==> src/rtl/ps2_rx_fifo.sv <==
// PS/2 device-to-host receiver: pin synchronisers, PS2_CLK glitch filter, frame FSM with watchdog, show-ahead byte FIFO.
// Define PS2_PARITY_CHK_EN to require odd parity; otherwise the parity bit is sampled and ignored.
module ps2_rx_fifo #(
  parameter int SYNC_STAGES    = 2,
  parameter int FILTER_LEN     = 8,
  parameter int TIMEOUT_CYCLES = 50000,
  parameter int FIFO_DEPTH     = 8
) (
  input  logic                          clk,
  input  logic                          rst,
  input  logic                          PS2_CLK,
  input  logic                          PS2_DAT,
  input  logic                          read_ack,
  output logic                          received,
  output logic [7:0]                    received_data,
  output logic [$clog2(FIFO_DEPTH):0]   fifo_level,
  output logic                          frame_err,
  output logic                          overflow
);

  localparam int AW = $clog2(FIFO_DEPTH);
  localparam int FW = $clog2(FILTER_LEN + 1);
  localparam int TW = $clog2(TIMEOUT_CYCLES + 1);
  localparam logic [FW-1:0] FILT_LAST = FW'(FILTER_LEN - 1);
  localparam logic [TW-1:0] TO_LAST   = TW'(TIMEOUT_CYCLES - 1);
  localparam logic [AW:0]   DEPTH     = (AW + 1)'(FIFO_DEPTH);

  typedef enum logic [1:0] {IDLE, DATA, PARITY, STOP} state_t;

  logic [SYNC_STAGES-1:0] clk_sync, dat_sync;
  logic                   clk_s, dat_s;
  logic                   fclk, fall;
  logic [FW-1:0]          filt_cnt;
  state_t                 state, state_next;
  logic                   push_now, err_now, parity_ok;
  logic [7:0]             shift;
  logic [2:0]             bit_cnt;
  logic [TW-1:0]          to_cnt;
  logic                   push_req;
  logic [7:0]             push_byte;
  logic [7:0]             mem [FIFO_DEPTH];
  logic [AW-1:0]          wr_ptr, rd_ptr;
  logic [AW:0]            level;
  logic                   do_push, do_pop;

  always_ff @(posedge clk) begin
    if (!rst) begin
      clk_sync <= '1;
      dat_sync <= '1;
    end else begin
      clk_sync <= {clk_sync[SYNC_STAGES-2:0], PS2_CLK};
      dat_sync <= {dat_sync[SYNC_STAGES-2:0], PS2_DAT};
    end
  end

  assign clk_s = clk_sync[SYNC_STAGES-1];
  assign dat_s = dat_sync[SYNC_STAGES-1];

  // The filtered clock flips on the FILTER_LEN-th consecutive disagreeing sample;
  // a 1->0 flip raises the one-cycle fall strobe.
  always_ff @(posedge clk) begin
    if (!rst) begin
      fclk     <= 1'b1;
      filt_cnt <= '0;
      fall     <= 1'b0;
    end else begin
      fall <= 1'b0;
      if (clk_s != fclk) begin
        if (filt_cnt == FILT_LAST) begin
          fclk     <= clk_s;
          filt_cnt <= '0;
          fall     <= fclk;
        end else begin
          filt_cnt <= filt_cnt + 1'b1;
        end
      end else begin
        filt_cnt <= '0;
      end
    end
  end

`ifdef PS2_PARITY_CHK_EN
  logic par_bit;

  always_ff @(posedge clk) begin
    if (!rst)
      par_bit <= 1'b0;
    else if (fall && state == PARITY)
      par_bit <= dat_s;
  end

  assign parity_ok = ^{shift, par_bit};
`else
  assign parity_ok = 1'b1;
`endif

  always_ff @(posedge clk) begin
    if (!rst)
      state <= IDLE;
    else
      state <= state_next;
  end

  // A falling-edge strobe takes priority over the watchdog in the same cycle.
  always_comb begin
    state_next = state;
    push_now   = 1'b0;
    err_now    = 1'b0;
    if (state != IDLE && !fall && to_cnt == TO_LAST) begin
      state_next = IDLE;
      err_now    = 1'b1;
    end else if (fall) begin
      case (state)
        IDLE:   if (!dat_s) state_next = DATA;
        DATA:   if (bit_cnt == 3'd7) state_next = PARITY;
        PARITY: state_next = STOP;
        STOP: begin
          if (dat_s && parity_ok)
            push_now = 1'b1;
          else
            err_now = 1'b1;
          state_next = IDLE;
        end
        default: state_next = IDLE;
      endcase
    end
  end

  always_ff @(posedge clk) begin
    if (!rst) begin
      shift     <= '0;
      bit_cnt   <= '0;
      to_cnt    <= '0;
      push_req  <= 1'b0;
      push_byte <= '0;
      frame_err <= 1'b0;
    end else begin
      frame_err <= err_now;
      push_req  <= push_now;
      if (push_now)
        push_byte <= shift;
      if (fall || state == IDLE)
        to_cnt <= '0;
      else
        to_cnt <= to_cnt + 1'b1;
      if (err_now) begin
        shift   <= '0;
        bit_cnt <= '0;
      end else if (fall) begin
        case (state)
          IDLE: begin
            shift   <= '0;
            bit_cnt <= '0;
          end
          DATA: begin
            shift   <= {dat_s, shift[7:1]};
            bit_cnt <= bit_cnt + 1'b1;
          end
          default: ;
        endcase
      end
    end
  end

  // A push into a full FIFO still succeeds when a pop frees a slot in the same cycle.
  assign do_pop  = read_ack && (level != '0);
  assign do_push = push_req && ((level != DEPTH) || do_pop);

  always_ff @(posedge clk) begin
    if (do_push)
      mem[wr_ptr] <= push_byte;
  end

  always_ff @(posedge clk) begin
    if (!rst) begin
      wr_ptr   <= '0;
      rd_ptr   <= '0;
      level    <= '0;
      overflow <= 1'b0;
    end else begin
      if (do_push)
        wr_ptr <= wr_ptr + 1'b1;
      if (do_pop)
        rd_ptr <= rd_ptr + 1'b1;
      if (push_req && !do_push)
        overflow <= 1'b1;
      case ({do_push, do_pop})
        2'b10:   level <= level + 1'b1;
        2'b01:   level <= level - 1'b1;
        default: level <= level;
      endcase
    end
  end

  assign received      = (level != '0);
  assign received_data = received ? mem[rd_ptr] : 8'h00;
  assign fifo_level    = level;

endmodule

==> config.mk <==
export PLATFORM = sky130hd
export DESIGN_NAME = ps2_rx_fifo
export DESIGN_NICKNAME = d
export VERILOG_FILES = /design/src/rtl/ps2_rx_fifo.sv
export SDC_FILE = /design/constraint.sdc
export NUM_CORES = 1
export LEC_CHECK = 0
export CAP_MARGIN = 20
export CORE_AREA = 2 2 96 107
export DETAILED_ROUTE_END_ITERATION = 12
export DIE_AREA = 0 0 98 109
export HOLD_SLACK_MARGIN = 0.05
export PLACE_DENSITY = 0.76
export SYNTH_ARGS = -nofsm -noshare
export SYNTH_HDL_FRONTEND = slang
export SYNTH_SLANG_ARGS = --single-unit
==> constraint.sdc <==
create_clock -name clk -period 2.8 [get_ports clk]
set_input_delay 0.28 -clock clk [delete_from_list [all_inputs] [get_ports clk]]
set_output_delay 0.28 -clock clk [all_outputs]
set_load 0.02 [all_outputs]
; ---- After elaboration in Yosys (flattened, before gate mapping)
; Memories as Yosys holds them, arrays and structs flattened. A register that Yosys moved wholly into a read port is not among the register bits.
; Index checks and enable logic that the tools add are counted.
[totals]
reg_bits = 60
latch_bits = 0
mem_bits_rw = 64
rom_bits = 0
word_cells = 79
mem_count = 1
[classes]
add_sub_neg = 7
n_mul = 0
div_mod_pow = 0
n_lt_le_gt_ge = 0
eq_ne = 12
shifts = 0
mux = 19
bitwise_logic = 2
reduce_logical = 22
[mem_list]
columns = memory, depth, word_bits, read_ports, rd_ports_with_merged_regs, wr, line
row1 = mem, 8, 8, 1, 1, 1, 41  ; logic [7:0] mem [FIFO_DEPTH];
[op_table]
columns = operator, count
row1 = 16-bit by 1-bit adder with 16-bit output (second input constant), 1
row2 = 16-bit equality test (second input constant), 1
row3 = 8-bit one-hot mux with 2 select lines, 1
row4 = 1-bit two-way mux, 10
row5 = 3-bit by 1-bit adder with 3-bit output (second input constant), 3
row6 = 4-bit by 1-bit adder with 4-bit output (second input constant), 2
row7 = 8-bit two-way mux, 1
row8 = 2-bit one-hot mux with 4 select lines, 1
row9 = 4-bit one-hot mux with 2 select lines, 1
row10 = 2-bit equality test (second input constant), 3
row11 = 3-bit two-way mux, 2
row12 = 3-bit one-hot mux with 2 select lines, 1
row13 = 3-bit AND reduction, 2
row14 = 2-bit nonzero test, 3
row15 = 2-bit OR reduction, 3
row16 = 1-bit logical AND, 5
row17 = 2-bit by 1-bit equality test with 1-bit output (second input constant), 2
row18 = 4-bit by 3-bit equality test with 1-bit output (second input constant), 1
row19 = 2-bit two-way mux, 2
row20 = 2-bit inequality test (second input constant), 2
row21 = 4-bit inequality test (second input constant), 1
row22 = 2-bit AND reduction, 2
row23 = 4-bit nonzero test, 1
row24 = 4-bit by 1-bit subtractor with 4-bit output (second input constant), 1
row25 = other kinds (7), 10

; ---- Longest topological paths before layout
[depth]
ltp_word = 6
depth_mapped = 7

; ---- Worst setup path after synthesis
; No wires, ideal clock.
[synth_path]
path_kind = reg2reg
from = reg level[0], in the netlist fifo_level[0]
to = mem mem[0][0], enable pin
setup_ps = 383
t_arrival_ps = 1888
slack_ps = 529
path_stages_with_launch = 6
synth_period_minus_slack_ps = 2271
cell_sequence = dfxtp_1 > or3_1 > buf_6 > o21ai_1 > or2_2 > nor3_1
[synth_between]
elab_chain_cells = 6
word_cells_on_any_way = 7
cone_classes = 1 x eq/ne / 2 x mux / 4 x reduce/logical
[synth_rtl]
columns = item, line
row1 = "start, declared", 43  ; logic [AW:0] level;
row2 = "start signal, assigned", 188  ; 2'b10: level <= level + 1'b1;
row3 = "start signal, assigned", 189  ; 2'b01: level <= level - 1'b1;
row4 = "start signal, assigned", 190  ; default: level <= level;
row5 = 4-bit nonzero test, 166  ; assign do_pop = read_ack && (level != '0);
row6 = 1-bit logical AND, 166
row7 = 1-bit logical OR *, 167  ; assign do_push = push_req && ((level != DEPTH) || do_pop);
row8 = 1-bit logical AND *, 167
row9 = 1-bit two-way mux *, 170  ; if (do_push)
row10 = 1-bit two-way mux (implied by the code) *, 171  ; mem[wr_ptr] <= push_byte;
row11 = "end, declared", 41
; Mark *: on every way between the ends. The rest lies on a longest branch, timed or not.

==> flow_summary.json <==
{
  "drv_cap": 0,
  "fin_nets": 450,
  "critPathCaptureType": "output port",
  "initial_utilization": 0.5314,
  "slowest_stage": "clkdlybuf4s50_1",
  "grt_pass1_vias": 3124,
  "cts-htree-levels": 4,
  "whs_ns": 0.3215,
  "p_seq_frac": 0.465,
  "synth_nets": 411,
  "drive_gt1_frac": 0.1551,
  "place_inst": 533,
  "startpoint_type": "flop",
  "fillerInstances": 729,
  "diodes": 0,
  "via_per_inst": 5.499,
  "worstSetupPathType": "flop to output port",
  "status": "complete, no violations",
  "die_w_um": 98,
  "first_pass_iters": 5,
  "synth-seq-cells": 127,
  "fp.dieH_um": 109,
  "synth.cell_area_um2": 5129,
  "clock_sinks": 127,
  "yosysTopAreaCell": "edfxtp_1",
  "syn_to_final_growth_pct": 19.96,
  "gp_congestion": 0.7845,
  "worstPathArrival_ns": 2.38,
  "insertion_delay_ns": 0.52,
  "synth_cells": 393,
  "synth_area_leaders": "edfxtp_1 (37%), dfxtp_1 (25%), mux4_2 (7.0%)",
  "synth.top_cell.area_share": 0.3747,
  "overflow": 0,
  "num_rows": 38,
  "ant_nets": 0,
  "ctsLongestPathBuffers": 2,
  "drt_wl_total_um": 8873,
  "setup_violations": 0,
  "cpPeakStageDelay_ns": 0.56,
  "grt_util_met1": 0.2021,
  "power_switching_share": 0.1916,
  "drc": 0,
  "cts_tree": "yes",
  "antenna_found_initial": 0,
  "reg2reg_depth": 8,
  "p_clk_frac": 0.529,
  "min_period_ns": 2.657,
  "grt-busiest-layer": "met2",
  "cts_buffers": 17,
  "hold_class": "input pin to flop",
  "grtUsageMet3": 0.04679,
  "cts_root_buffer": "clkbuf_8",
  "synth.avg_cell_area_um2": 13.05,
  "synth-edff-count": 64,
  "p_sw_uw": 799.5,
  "finalNonFillerCells": 565,
  "r2r-start": "fifo_level[0]$_SDFFE_PN0P_",
  "grt_pass1_wl_um": 14980,
  "cp.required_ns": 2.52,
  "grtUsageMet2": 0.3356,
  "post-route-period-util": 0.9488,
  "finalWorstSetupSlack_ns": 0.1433,
  "reg2reg_slack_ns": 0.36,
  "internal_power_uw": 3374,
  "dieArea_um2": 10680,
  "ff_latch_area_um2": 3183,
  "crit_fanout": 16,
  "report.final.hold_viol_count": 0,
  "p_leak_uw": 0.002210,
  "rr_endpoint": "fifo_level[3]$_SDFFE_PN0P_",
  "worstMarginPinSlew_ns": 0.7033,
  "initialDrtViolationCount": 127,
  "wl_per_cell_um": 15.70,
  "path_cells": "buf_8 -> mux4_2 -> mux2i_1 -> nor2_1 -> clkdlybuf4s50_1",
  "grt_max_degree": 33,
  "ys_async_sr_fraction": 0,
  "ios": 20,
  "cts.clk_slew.worst_paths_ns": 0.06,
  "grtUsageTotal": 0.1836,
  "ir_drop_mv": 0.4134,
  "fin_area_um2": 6152,
  "pwr-share-comb": 0.006,
  "dp_hpwl_um": 5975,
  "relSlewSlack": 0.5276,
  "coreArea_um2": 9652,
  "finalClockSkew_ns": 0.007768,
  "num_vias": 3107,
  "yosysWarnings": 0,
  "multi_input_area_um2": 1849,
  "synth_ff_type": "edfxtp_1",
  "seq_area_frac_synth": 0.6206,
  "dpl-instance-area_um2": 5523,
  "dp_slack_ns": 0.4390,
  "endpoint": "received_data[2]",
  "p_per_area_nw_per_um2": 678.4,
  "max_freq_mhz": 376.4,
  "yosysUniqueCellTypes": 46,
  "fin_tns_setup_ns": 0,
  "portBuffers": 19,
  "final_max_slew_viol_count": 0
}
[worst min-delay path by stage]
stage                     slack, ns  cells after the start                endpoint              startpoint
after floorplan                0.35                      1  clk_sync[1]$_SDFF_PN1_                     rst
after global placement         0.39                      1  dat_sync[1]$_SDFF_PN1_  dat_sync[0]$_SDFF_PN1_
after detailed placement       0.40                      1  clk_sync[1]$_SDFF_PN1_  clk_sync[0]$_SDFF_PN1_
after CTS                      0.30                      2  dat_sync[0]$_SDFF_PN1_                 PS2_DAT
after global routing           0.33                      2  dat_sync[0]$_SDFF_PN1_                 PS2_DAT
final                          0.32                      2  dat_sync[0]$_SDFF_PN1_                 PS2_DAT
[stage by stage]
step                      utilization  total power, uW
final                          0.6374             4173
after global routing           0.6374             4291
after CTS                      0.6362             4210
after detailed placement       0.5722             2005
after global placement         0.5722             2005
after floorplan                     -             1992
[cell usage after synthesis (5+ instances only)]
cell type  number
inv_1           7
mux2i_1        13
nand4_1         7
xor2_1         13
o21ai_0         7
xnor2_1         6
clkbuf_1       10
a22oi_1        10
a21boi_0       10
nand3_1        12
nor2_1         44
a21oi_1         5
nand2b_1        8
and2_1          9
ha_1           12
edfxtp_1       64
nand2_1        28
dfxtp_1        63
mux4_2         16
[power by group through the flow]
stage | registers (uW) | clock network [uW] | logic (uW)
after floorplan | 1980 | 0 | 13.4
after global placement | 1980 | 0 | 26.2
after detailed placement | 1980 | 0 | 26.5
after CTS | 1940 | 2240 | 26.6
after global routing | 1940 | 2320 | 29.1
final | 1940 | 2210 | 26.2
[sequential cells by signal, summed over array words and instances (netlist names), 4 cells and up, named ones only]
signal,cells
fifo_level,4
filt_cnt,4
mem,64
push_byte,8
shift,8
to_cnt,16
[per-layer routing]
metal	part of all wire	up-vias
li1	-	1520
met4	0.016	0
met5	0	-
met3	0.031	17
met2	0.54	52
met1	0.41	1518
[placed cells by master, fill, tap and decap left out, types with 5 or more instances in the layout]
cell and n:
a21boi_0 10, a21oi_1 5, a22oi_1 10, and2_1 9, buf_4 15, clkbuf_16 18, clkdlybuf4s50_1 16, dfxtp_1 63
edfxtp_1 64, ha_1 12, inv_1 7, mux2i_1 13, mux4_2 16, nand2_1 28, nand2b_1 8, nand3_1 12
nand4_1 7, nor2_1 44, o21ai_0 7, xnor2_1 6, xor2_1 13
[critical path, delay by kind of cell, from the launching register on]
kind | cells | cell delay, ns
muxes | 2 | 0.68
DFF | 1 | 0.35
and+or+nand+nor | 1 | 0.05
buffers and inverters | 2 | 0.78
[kinds of logic (layout without fill, tap and decap cells)]
group | Yosys count | count (layout) | share of synthesized area
buffers and inverters | 23 | 75 | 0.01879
AO/OA/AOI/OAI | 46 | 46 | 0.06563
multiplexers | 29 | 29 | 0.09563
flip-flops | 127 | 127 | 0.6206
AND/OR/NAND/NOR | 136 | 136 | 0.1337
XOR/XNOR | 19 | 19 | 0.03245
adder cells (fa/ha/maj) | 13 | 13 | 0.03318
[cell type report]
type                       count  share of cell area
timing repair buffer          35             0.05288
clock inverter                11             0.01993
tap                          120             0.02441
multi-input combinational    243              0.3006
inverter                       8            0.004881
sequential                   127              0.5174
clock buffer                  21             0.07993
[timing repair]
action,4_1_cts,5_1_grt
setup buffers,0,0
resized for setup,1,4
hold buffers,0,0
endpoints found under the setup margin,4,6
No activity file was read; power rests on OpenSTA's default activity.
